[src/rtl/serial_receiver.sv]
// rtl/serial_receiver.sv - NeXT monitor link deserializer with one-entry valid/ready output
module serial_receiver #(
  parameter int         DATA_W     = 40,
  parameter int         GAP_CYCLES = 3,
  parameter logic [7:0] AUDIO_CMD  = 8'h07
) (
  input  logic              clk,
  input  logic              rst,
  input  logic              sin,
  output logic [DATA_W-1:0] out_data,
  output logic              out_data_valid,
  input  logic              out_data_ready,
  output logic              audio_request,
  output logic              data_loss,
  output logic              busy
);

  typedef enum logic [1:0] {
    IDLE  = 2'd0,
    SHIFT = 2'd1,
    GAP   = 2'd2
  } state_t;

  localparam logic [5:0] BIT_LAST   = 6'(DATA_W - 1);
  localparam logic [5:0] GAP_LAST   = 6'(GAP_CYCLES - 1);
  localparam state_t     DONE_STATE = (GAP_CYCLES == 0) ? IDLE : GAP;

  state_t            state;
  state_t            state_next;
  logic [5:0]        count;
  logic [DATA_W-1:0] shift_reg;
  logic              pkt_last;
  logic              pkt_done;
  logic              shift_en;

  // State register plus the datapath registers that follow it.
  always_ff @(posedge clk) begin
    if (rst) begin
      state     <= IDLE;
      busy      <= 1'b0;
      count     <= '0;
      shift_reg <= '0;
      pkt_done  <= 1'b0;
    end else begin
      state    <= state_next;
      busy     <= (state_next != IDLE);
      pkt_done <= pkt_last;
      if (shift_en) begin
        shift_reg <= {shift_reg[DATA_W-2:0], sin};
      end
      case (state)
        SHIFT:   count <= pkt_last ? 6'd0 : count + 6'd1;
        GAP:     count <= count + 6'd1;
        default: count <= '0;
      endcase
    end
  end

  always_comb begin
    state_next = state;
    case (state)
      IDLE:    if (sin) state_next = SHIFT;
      SHIFT:   if (count == BIT_LAST) state_next = DONE_STATE;
      GAP:     if (count == GAP_LAST) state_next = IDLE;
      default: state_next = IDLE;
    endcase
  end

  always_comb begin
    shift_en = (state == SHIFT);
    pkt_last = (state == SHIFT) && (count == BIT_LAST);
  end

  // Completion is acted on the edge after the last payload bit; shift_reg is
  // guaranteed stable then since the earliest next shift is one edge later.
  always_ff @(posedge clk) begin
    if (rst) begin
      out_data       <= '0;
      out_data_valid <= 1'b0;
      audio_request  <= 1'b0;
      data_loss      <= 1'b0;
    end else begin
      audio_request <= pkt_done && (shift_reg[DATA_W-1 -: 8] == AUDIO_CMD);
      data_loss     <= pkt_done && out_data_valid && !out_data_ready;
      if (pkt_done && (!out_data_valid || out_data_ready)) begin
        out_data       <= shift_reg;
        out_data_valid <= 1'b1;
      end else if (out_data_valid && out_data_ready) begin
        out_data_valid <= 1'b0;
      end
    end
  end

endmodule

[config.mk]
export PLATFORM = sky130hd
export DESIGN_NAME = serial_receiver
export DESIGN_NICKNAME = d
export VERILOG_FILES = /design/src/rtl/serial_receiver.sv
export SDC_FILE = /design/constraint.sdc
export NUM_CORES = 1
export LEC_CHECK = 0
export ABC_CLOCK_PERIOD_IN_PS = 2100
export CORE_MARGIN = 5
export CORE_UTILIZATION = 49
export CTS_CLUSTER_DIAMETER = 200
export CTS_CLUSTER_SIZE = 25
export DETAILED_ROUTE_END_ITERATION = 8
export PLACE_DENSITY = 0.73
export SKIP_LAST_GASP = 1
export SLEW_MARGIN = 20
export SYNTH_ARGS = -nofsm -noshare
export SYNTH_HDL_FRONTEND = slang
export SYNTH_SLANG_ARGS = --single-unit
[constraint.sdc]
create_clock -name clk -period 2.1 [get_ports clk]
set_clock_uncertainty 0.15 [all_clocks]
set_input_delay 0.63 -clock clk [delete_from_list [all_inputs] [get_ports clk]]
set_output_delay 0.63 -clock clk [all_outputs]
set_load 0.05 [all_outputs]
# [Word-level counts from Yosys, hierarchy flattened]
# Cells that the tools add are included.
[totals] output_inout_bits=44 inputBits=4 register_bits=93
[op_classes] n_eq_ne=5 n_reduce_logical=12 muxes=8 add_sub_neg=1
[op_table] operator="6-bit case mux with 2 select lines" n=1
[op_table] operator="8-bit by 3-bit == test with 1-bit output (second input constant)" n=1
[op_table] operator="6-bit by 1-bit adder with 6-bit output (second input constant)" n=1
[op_table] operator="6-bit by 2-bit == test with 1-bit output (second input constant)" n=1
[op_table] operator="6-bit == test (second input constant)" n=1
[op_table] operator="1-bit logical AND" n=6
[op_table] operator="2-bit two-way mux" n=3
[op_table] operator="6-bit two-way mux" n=1
[op_table] operator="2-bit case mux with 3 select lines" n=1
[op_table] operator="2-bit nonzero test" n=2
[op_table] operator="2-bit by 1-bit == test with 1-bit output (second input constant)" n=1
[op_table] operator="2-bit == test (second input constant)" n=1
[op_table] operator="1-bit logical NOT" n=2
[op_table] operator="2-bit logical NOT" n=1
[op_table] operator="1-bit two-way mux" n=2
[op_table] operator="1-bit logical OR" n=1

# [Depth between registers and ports, before layout]
# Gate-level depths: netlist of the first run.
[depth] depth_word=4 mapped_depth=7

# [Least setup slack after synthesis of the first run]
# Ideal clock, no wire load.
[synth_timing] path_type="in2reg" startpoint="input out_data_ready" endpoint="register out_data[0]" setup_time_ns=0.070 path_stages=6 arrival_ns=1.470 slack_ns=0.409 path_cell_list="nand2b_1 and2_1 clkbuf_1 clkbuf_1 nand2_1 a21oi_1"
[synth_via] elab_chain_len=2
[synth_rtl] item="start: declaration" line_no="12" text="input logic out_data_ready,"
[synth_rtl] item="1-bit logical OR" line_no="85" text="if (pkt_done && (!out_data_valid || out_data_ready)) begin"
[synth_rtl] item="1-bit logical AND" line_no="85"
[synth_rtl] item="end signal: assignment" line_no="86" text="out_data <= shift_reg;"
[synth_rtl] item="end: declaration" line_no="10" text="output logic [DATA_W-1:0] out_data,"
# No other way between the ends.
# A chain may end at the register's enable or synchronous reset.

# [Worst setup path in the final report of the first run]
[layout_timing] startpoint="register count[0]" endpoint="register busy"
[layout_via] elab_chain_len=4 elab_cells_between_ends=6 classes_between="eq/ne (2); mux (3); reduce/logical (1)"
[layout_rtl] item="start: declaration" line_no="30" text="logic [5:0] count;"
[layout_rtl] item="start signal: assignment" line_no="52" text="SHIFT: count <= pkt_last ? 6'd0 : count + 6'd1;"
[layout_rtl] item="start signal: assignment" line_no="53" text="GAP: count <= count + 6'd1;"
[layout_rtl] item="6-bit by 2-bit == test with 1-bit output / 6-bit == test (equally long branches)" line_no="64, 63"
[layout_rtl] item="2-bit two-way mux (on tied branches)" line_no="64, 63"
[layout_rtl] item="2-bit case mux with 3 select lines *" line_no="61" text="case (state)"
[layout_rtl] item="2-bit nonzero test *" line_no="46" text="busy <= (state_next != IDLE);"
[layout_rtl] item="end signal: assignment" line_no="46"
[layout_rtl] item="end: declaration" line_no="15" text="output logic busy"
# Every way passes the cells marked *; elsewhere a longest branch is shown, timed or not.

==> impl_metrics.toml, run 1 <==
[drt]
wl_per_cell_um = 12.6
viasPerCell = 5.01
totalWireLength_um = 6250
firstDrtPassIters = 4
drc = 0
postRouteAntennaNets = 0
drt-initial-drc-count = 92
vias = 2484

[timing]
setup_viol = 0
worst_pin_slew_ns = 0.433
relSlewSlack_pct = 71.0
whs_ns = 0.306
setup-tns-final_ns = 0
worst_slack_ns = 0.366
maxSlewViolCount = 0
finalHoldViolCount = 0
max_freq_ghz = 0.577
rsz0062_at_grt = "false"
period_minus_slack_ns = 1.73
finalCritPeriodShare_pct = 82.6

[grt]
use_met3_pct = 3.98
grt_use_met2_pct = 24.8
antenna_found_initial = 0
grt_pass1_vias = 2296
grt-ovfl-total = 0
use_met1_pct = 18.6
grt_max_degree = 41
grt_pass1_wl_um = 10600
grtUsageTotal_pct = 15.2
grt_busiest_layer = "met2"

[floorplanning]
start_util_pct = 50.0
die_y_um = 92.8
ios = 48
die_w_um = 92.8
die_area_um2 = 8610
rows = 30
core-area_um2 = 6720

[placed_design]
post-dp-hpwl_um = 4230
place_ws_ns = 0.00727
dpl_cell_area_um2 = 3820
io_buffers = 47
gp_congestion = 0.791

[logic_synthesis]
synth.top_cell.area_share_pct = 55.5
yosysMostFrequentCell = "dfxtp_1"
syn_area_um2 = 3360
syn-instance-count = 369
synthFlopType = "dfxtp_1"
synth_edf_count = 0
ys_types = 30
yosys.area.top_type = "dfxtp_1"
ys_seq_area_share_pct = 55.5
synth_area_leaders = "dfxtp_1 55%, mux2i_1 12%, nand2_1 9.3%"
ys_ff_latch = 93
syn_nets = 379
async_flop_share_pct = 0
yosysWarnings = 0
netlist_top_cells_count = "93 x dfxtp_1, 83 x nand2_1, 49 x nor2_1"
synth.avg_cell_area_um2 = 9.10

[critical_path]
endpoint_kind = "flip-flop"
slowest_delay_ns = 0.44
cp.arrival_ns = 1.82
crit_required_ns = 2.18
path_cells = "inv_1, ha_1, or4b_1, o21ai_2, o211ai_1, or2_1"
critPathMaxFanout = 4
start_kind = "flip-flop"
path_class = "reg -> reg"
regToRegEndpoint = "busy$_SDFF_PP0_"
r2r_start = "count[0]$_SDFF_PP0_"
critPathLaunch = "count[0]$_SDFF_PP0_"
cpMaxStageDelayCell = "or4b_1"
reg2regPathDepth = 6
reg2reg_setup_slack_ns = 0.37

[clock_network]
postCtsSetupRepairBufs = 0
cts_tree = "done"
path_clk_slew_ns = 0.08
insertion_delay_ns = 0.35
root_buffer = "clkbuf_8"
cts_hold_buf = 0
ctsResizeCount = 0
numCtsBuffers = 9
clockBufferDepth = 2
cts.htree.levels = 3
clkSinkCount = 93

[finish]
stdcell_area_um2 = 4020
multi_input_area_um2 = 1380
nets = 422
seqCellArea_um2 = 1860
syn2layout_area_growth_pct = 19.8
diodes = 0
fill_cells = 604
layout-drive-gt1-share_pct = 17.1

[worst_hold_path]
hold_start = "out_data[23]$_SDFFE_PP0P_"
min-delay-path-class = "reg -> reg"
whs_path_depth = 2
hold_end = "out_data[23]$_SDFFE_PP0P_"

[run_status]
outcome = "completed"

[job]
cap_violations = 0

[power]
p_leak_nw = 1.54
peakVddDrop_v = 0.000490
p_per_area_nw_per_um2 = 776
-- layout make-up --
type	count	area share, %
Inverter	6	0.560
Clock buffer	11	3.77
Multi-Input combinational cell	247	34.4
Tap cell	80	2.49
Timing Repair Buffer	55	11.3
Clock inverter	4	1.18
Sequential cell	93	46.3
-- worst max-delay path by stage --
stage | endpoint | slack (ns) | cells after the start
after floorplan | out_data[0]$_SDFFE_PP0P_ | 0.41 | 6
after global placement | out_data[27]$_SDFFE_PP0P_ | 0.06 | 6
after detailed placement | out_data[0]$_SDFFE_PP0P_ | 0.007 | 6
after CTS | busy$_SDFF_PP0_ | 0.35 | 6
after global routing | busy$_SDFF_PP0_ | 0.25 | 6
final | busy$_SDFF_PP0_ | 0.37 | 6
-- report_power, final --
part | leakage [nW] | internal, mW | switching, mW
clock network | 0.101 | 0.605 | 0.582
registers | 0.749 | 1.77 | 0.00723
logic | 0.694 | 0.0629 | 0.0937
-- per-stage QoR --
| step | total power [mW] | std cells | utilization [%] |
|---|---|---|---|
| 2_1_floorplan | 1.94 | 369 | - |
| 3_3_place_gp | 1.97 | 481 | 56.9 |
| 3_5_place_dp | 1.98 | 481 | 56.9 |
| 4_1_cts | 3.15 | 496 | 59.8 |
| 5_1_grt | 3.25 | 496 | 59.8 |
| 6_report | 3.12 | 496 | 59.8 |
-- cell families (layout without fill, tap and decap cells) --
family / Yosys count / after routing / synth area share (%)
muxes: 40 / 40 / 11.9
AOI/OAI and AO/OA: 50 / 50 / 7.94
DFF: 93 / 93 / 55.5
buffers and inverters: 29 / 76 / 3.39
xor gates and xnor gates: 4 / 4 / 1.04
adders and majority gates: 6 / 6 / 2.24
and+or+nand+nor: 147 / 147 / 18.0
-- critical path, delay by kind of cell, from the launching register on --
kind	cells	cell delay [ns]
simple gates	2	0.67
flops	1	0.34
compound gates	2	0.27
buf+inv	1	0.06
fa+ha+maj	1	0.13
-- layout by cell type (no fill, tap or decap), drive strengths merged --
master         count
o2111ai            1
xnor2              2
nor3               1
clkbuf            11
bufinv             1
or2                1
or4                1
nand2b             3
or4b               1
and2               1
dfxtp             93
a21oi             43
buf               53
nor2              49
nand2             83
nor4               1
xor2               2
nand3              2
o211ai             2
and4bb             1
clkinvlp           1
clkdlybuf4s50      2
ha                 6
nor2b              1
o21ai              3
mux2i             40
inv                6
nand4bb            1
clkinv             2
nand4b             1
a311oi             1
-- layer usage --
metal / share of wire, % / up-vias
li1: - / 1299
met4: 1.7 / 0
met1: 47 / 1134
met3: 4.0 / 9
met2: 48 / 42
met5: 0 / -
Note: power is estimated with default switching activity, not from simulation.
==> run 2, diff against run 1 <==
- ABC_CLOCK_PERIOD_IN_PS: 2100 -> 1600
- clock period: 2.1 -> 1.6 ns (I/O delays scaled with it)
==> impl_metrics.toml, run 2 (synthesis results as in run 1) <==
[worst_hold_path]
min-delay-path-class = "reg -> reg"
hold_start = "shift_reg[15]$_SDFFE_PP0P_"
whs_path_depth = 2
hold_end = "out_data[15]$_SDFFE_PP0P_"

[clock_network]
insertion_delay_ns = 0.35
postCtsSetupRepairBufs = 0
path_clk_slew_ns = 0.09
cts_tree = "done"
cts.htree.levels = 3
clockBufferDepth = 2
root_buffer = "clkbuf_8"
clkSinkCount = 93
numCtsBuffers = 9

[grt]
grt_max_degree = 45
grtUsageTotal_pct = 16.1
grt_pass1_wl_um = 11300
antenna_found_initial = 0
grt-ovfl-total = 0
grt_pass1_vias = 2476

[power]
p_int_mw = 3.21
p_per_area_nw_per_um2 = 875
combinationalPowerShare_pct = 6.0
peakVddDrop_v = 0.000514
p_total_mw = 4.15
switchingPower_mw = 0.937
seqPwrFrac_pct = 56.3
p_leak_nw = 1.74
switching_share_pct = 22.6
clkPwrFrac_pct = 37.6

[critical_path]
path_class = "reg -> reg"
start_kind = "flip-flop"
endpoint_kind = "flip-flop"
critPathMaxFanout = 2
regToRegEndpoint = "busy$_SDFF_PP0_"
path_cells = "inv_1, ha_1, or4b_4, o21ai_4, o211ai_1, or2_1"
r2r_start = "count[0]$_SDFF_PP0_"
reg2regPathDepth = 6
crit_required_ns = 1.69
reg2reg_setup_slack_ns = -0.12
cp.arrival_ns = 1.81
slowest_delay_ns = 0.47
cpMaxStageDelayCell = "or4b_4"

[finish]
layout-drive-gt1-share_pct = 22.3
finish.cell_count_without_fillers = 511
diodes = 0
fin_util_pct = 70.5
fill_cells = 485
final_cell_mix = "88 x dfxtp_1, 82 x nand2_1, 49 x nor2_1, 47 x buf_12, 42 x a21oi_1"
final_common_cell = "dfxtp_1"
syn2layout_area_growth_pct = 41.2
nets = 436

[floorplanning]
die_w_um = 92.8
die_area_um2 = 8610
rows = 30
core-area_um2 = 6720
die_y_um = 92.8
ios = 48
start_util_pct = 50.0

[timing]
worst_pin_slew_ns = 0.277
relSlewSlack_pct = 81.4
setup-tns-final_ns = -0.124
period_minus_slack_ns = 1.72
whs_ns = 0.317
worst_slack_ns = -0.124
finalHoldViolCount = 0
max_freq_ghz = 0.580
finalCritPeriodShare_pct = 108
setup_viol = 1
rsz0062_at_grt = "true"
maxSlewViolCount = 0

[drt]
vias = 2579
postRouteAntennaNets = 0
drc = 0
firstDrtPassIters = 4
drt-initial-drc-count = 110
wl_per_cell_um = 13.1
viasPerCell = 5.05
totalWireLength_um = 6680

[placed_design]
io_buffers = 47
post-dp-hpwl_um = 4560
placed_cells = 495
gp_congestion = 0.761

[run_status]
failed_checks = "setup timing"
outcome = "finished, violations left"

[job]
cap_violations = 0
[run 2: cell count changes in the layout (fill, tap and decap cells not counted), moves of 2 or more]
cell and change:
buf_12 +44, buf_4 -33, dfxtp_2 +5, buf_6 +2
clkinv_4 +2, dfxtp_1 -5
[run 2: worst max path at each step]
stage                   startpoint                        to  slack (ns)
5_1_grt        count[0]$_SDFF_PP0_           busy$_SDFF_PP0_       -0.17
3_5_place_dp        out_data_ready  out_data[4]$_SDFFE_PP0P_       -0.37
2_1_floorplan  count[0]$_SDFF_PP0_           busy$_SDFF_PP0_       -0.05
4_1_cts        count[0]$_SDFF_PP0_           busy$_SDFF_PP0_       -0.10
3_3_place_gp        out_data_ready  out_data[0]$_SDFFE_PP0P_       -0.31
6_report       count[0]$_SDFF_PP0_           busy$_SDFF_PP0_       -0.12
[run 2: stage by stage]
step                      setup WS, ns  cell area (um^2)
after CTS                       -0.105              4680
after global routing            -0.169              4740
after global placement          -0.310              4480
after detailed placement        -0.371              4480
after floorplan                -0.0496              3360
final                           -0.124              4740
[run 2: critical path: cells and delay by family (launching register included)]
family	cells	cell delay, ns
simple gates	2	0.70
flops	1	0.33
compound gates	2	0.26
fa+ha+maj	1	0.13
buf+inv	1	0.05
[run 2: layout make-up]
| type | count | area, um^2 | share of cell area (%) |
|---|---|---|---|
| clock inverters | 5 | 60.1 | 1.27 |
| clock buffers | 11 | 141 | 2.98 |
| well taps | 80 | 100 | 2.11 |
| multi-input cells | 247 | 1420 | 30.0 |
| inverters | 6 | 22.5 | 0.475 |
| repair buffers | 69 | 1120 | 23.7 |
| flip-flops and latches | 93 | 1870 | 39.4 |
[run 2: timing repair]
action                     CTS  global route
hold buffers                 0             0
setup endpoints to repair    2            53
resized for setup            1            15
pin swaps                    0             3
[run 2: power by group through the flow]
stage	Sequential, mW	Combinational [mW]	Clock (mW)
4_1_cts	2.33	0.246	1.59
2_1_floorplan	2.40	0.157	0
3_3_place_gp	2.39	0.240	0
6_report	2.34	0.251	1.56
3_5_place_dp	2.39	0.245	0
5_1_grt	2.34	0.267	1.70
[run 2: per-layer routing]
layer,track usage [%],part of all wire [%]
met1,20.3,47
met2,26.9,49
met3,2.84,2.7
met4,7.33,1.4
met5,0,0
==> run 3, diff against run 2 <==
- CTS_CLUSTER_DIAMETER: 200 -> 50
==> results of run 3 <==
The final DEF is identical to that of run 2; final timing and power are the same.
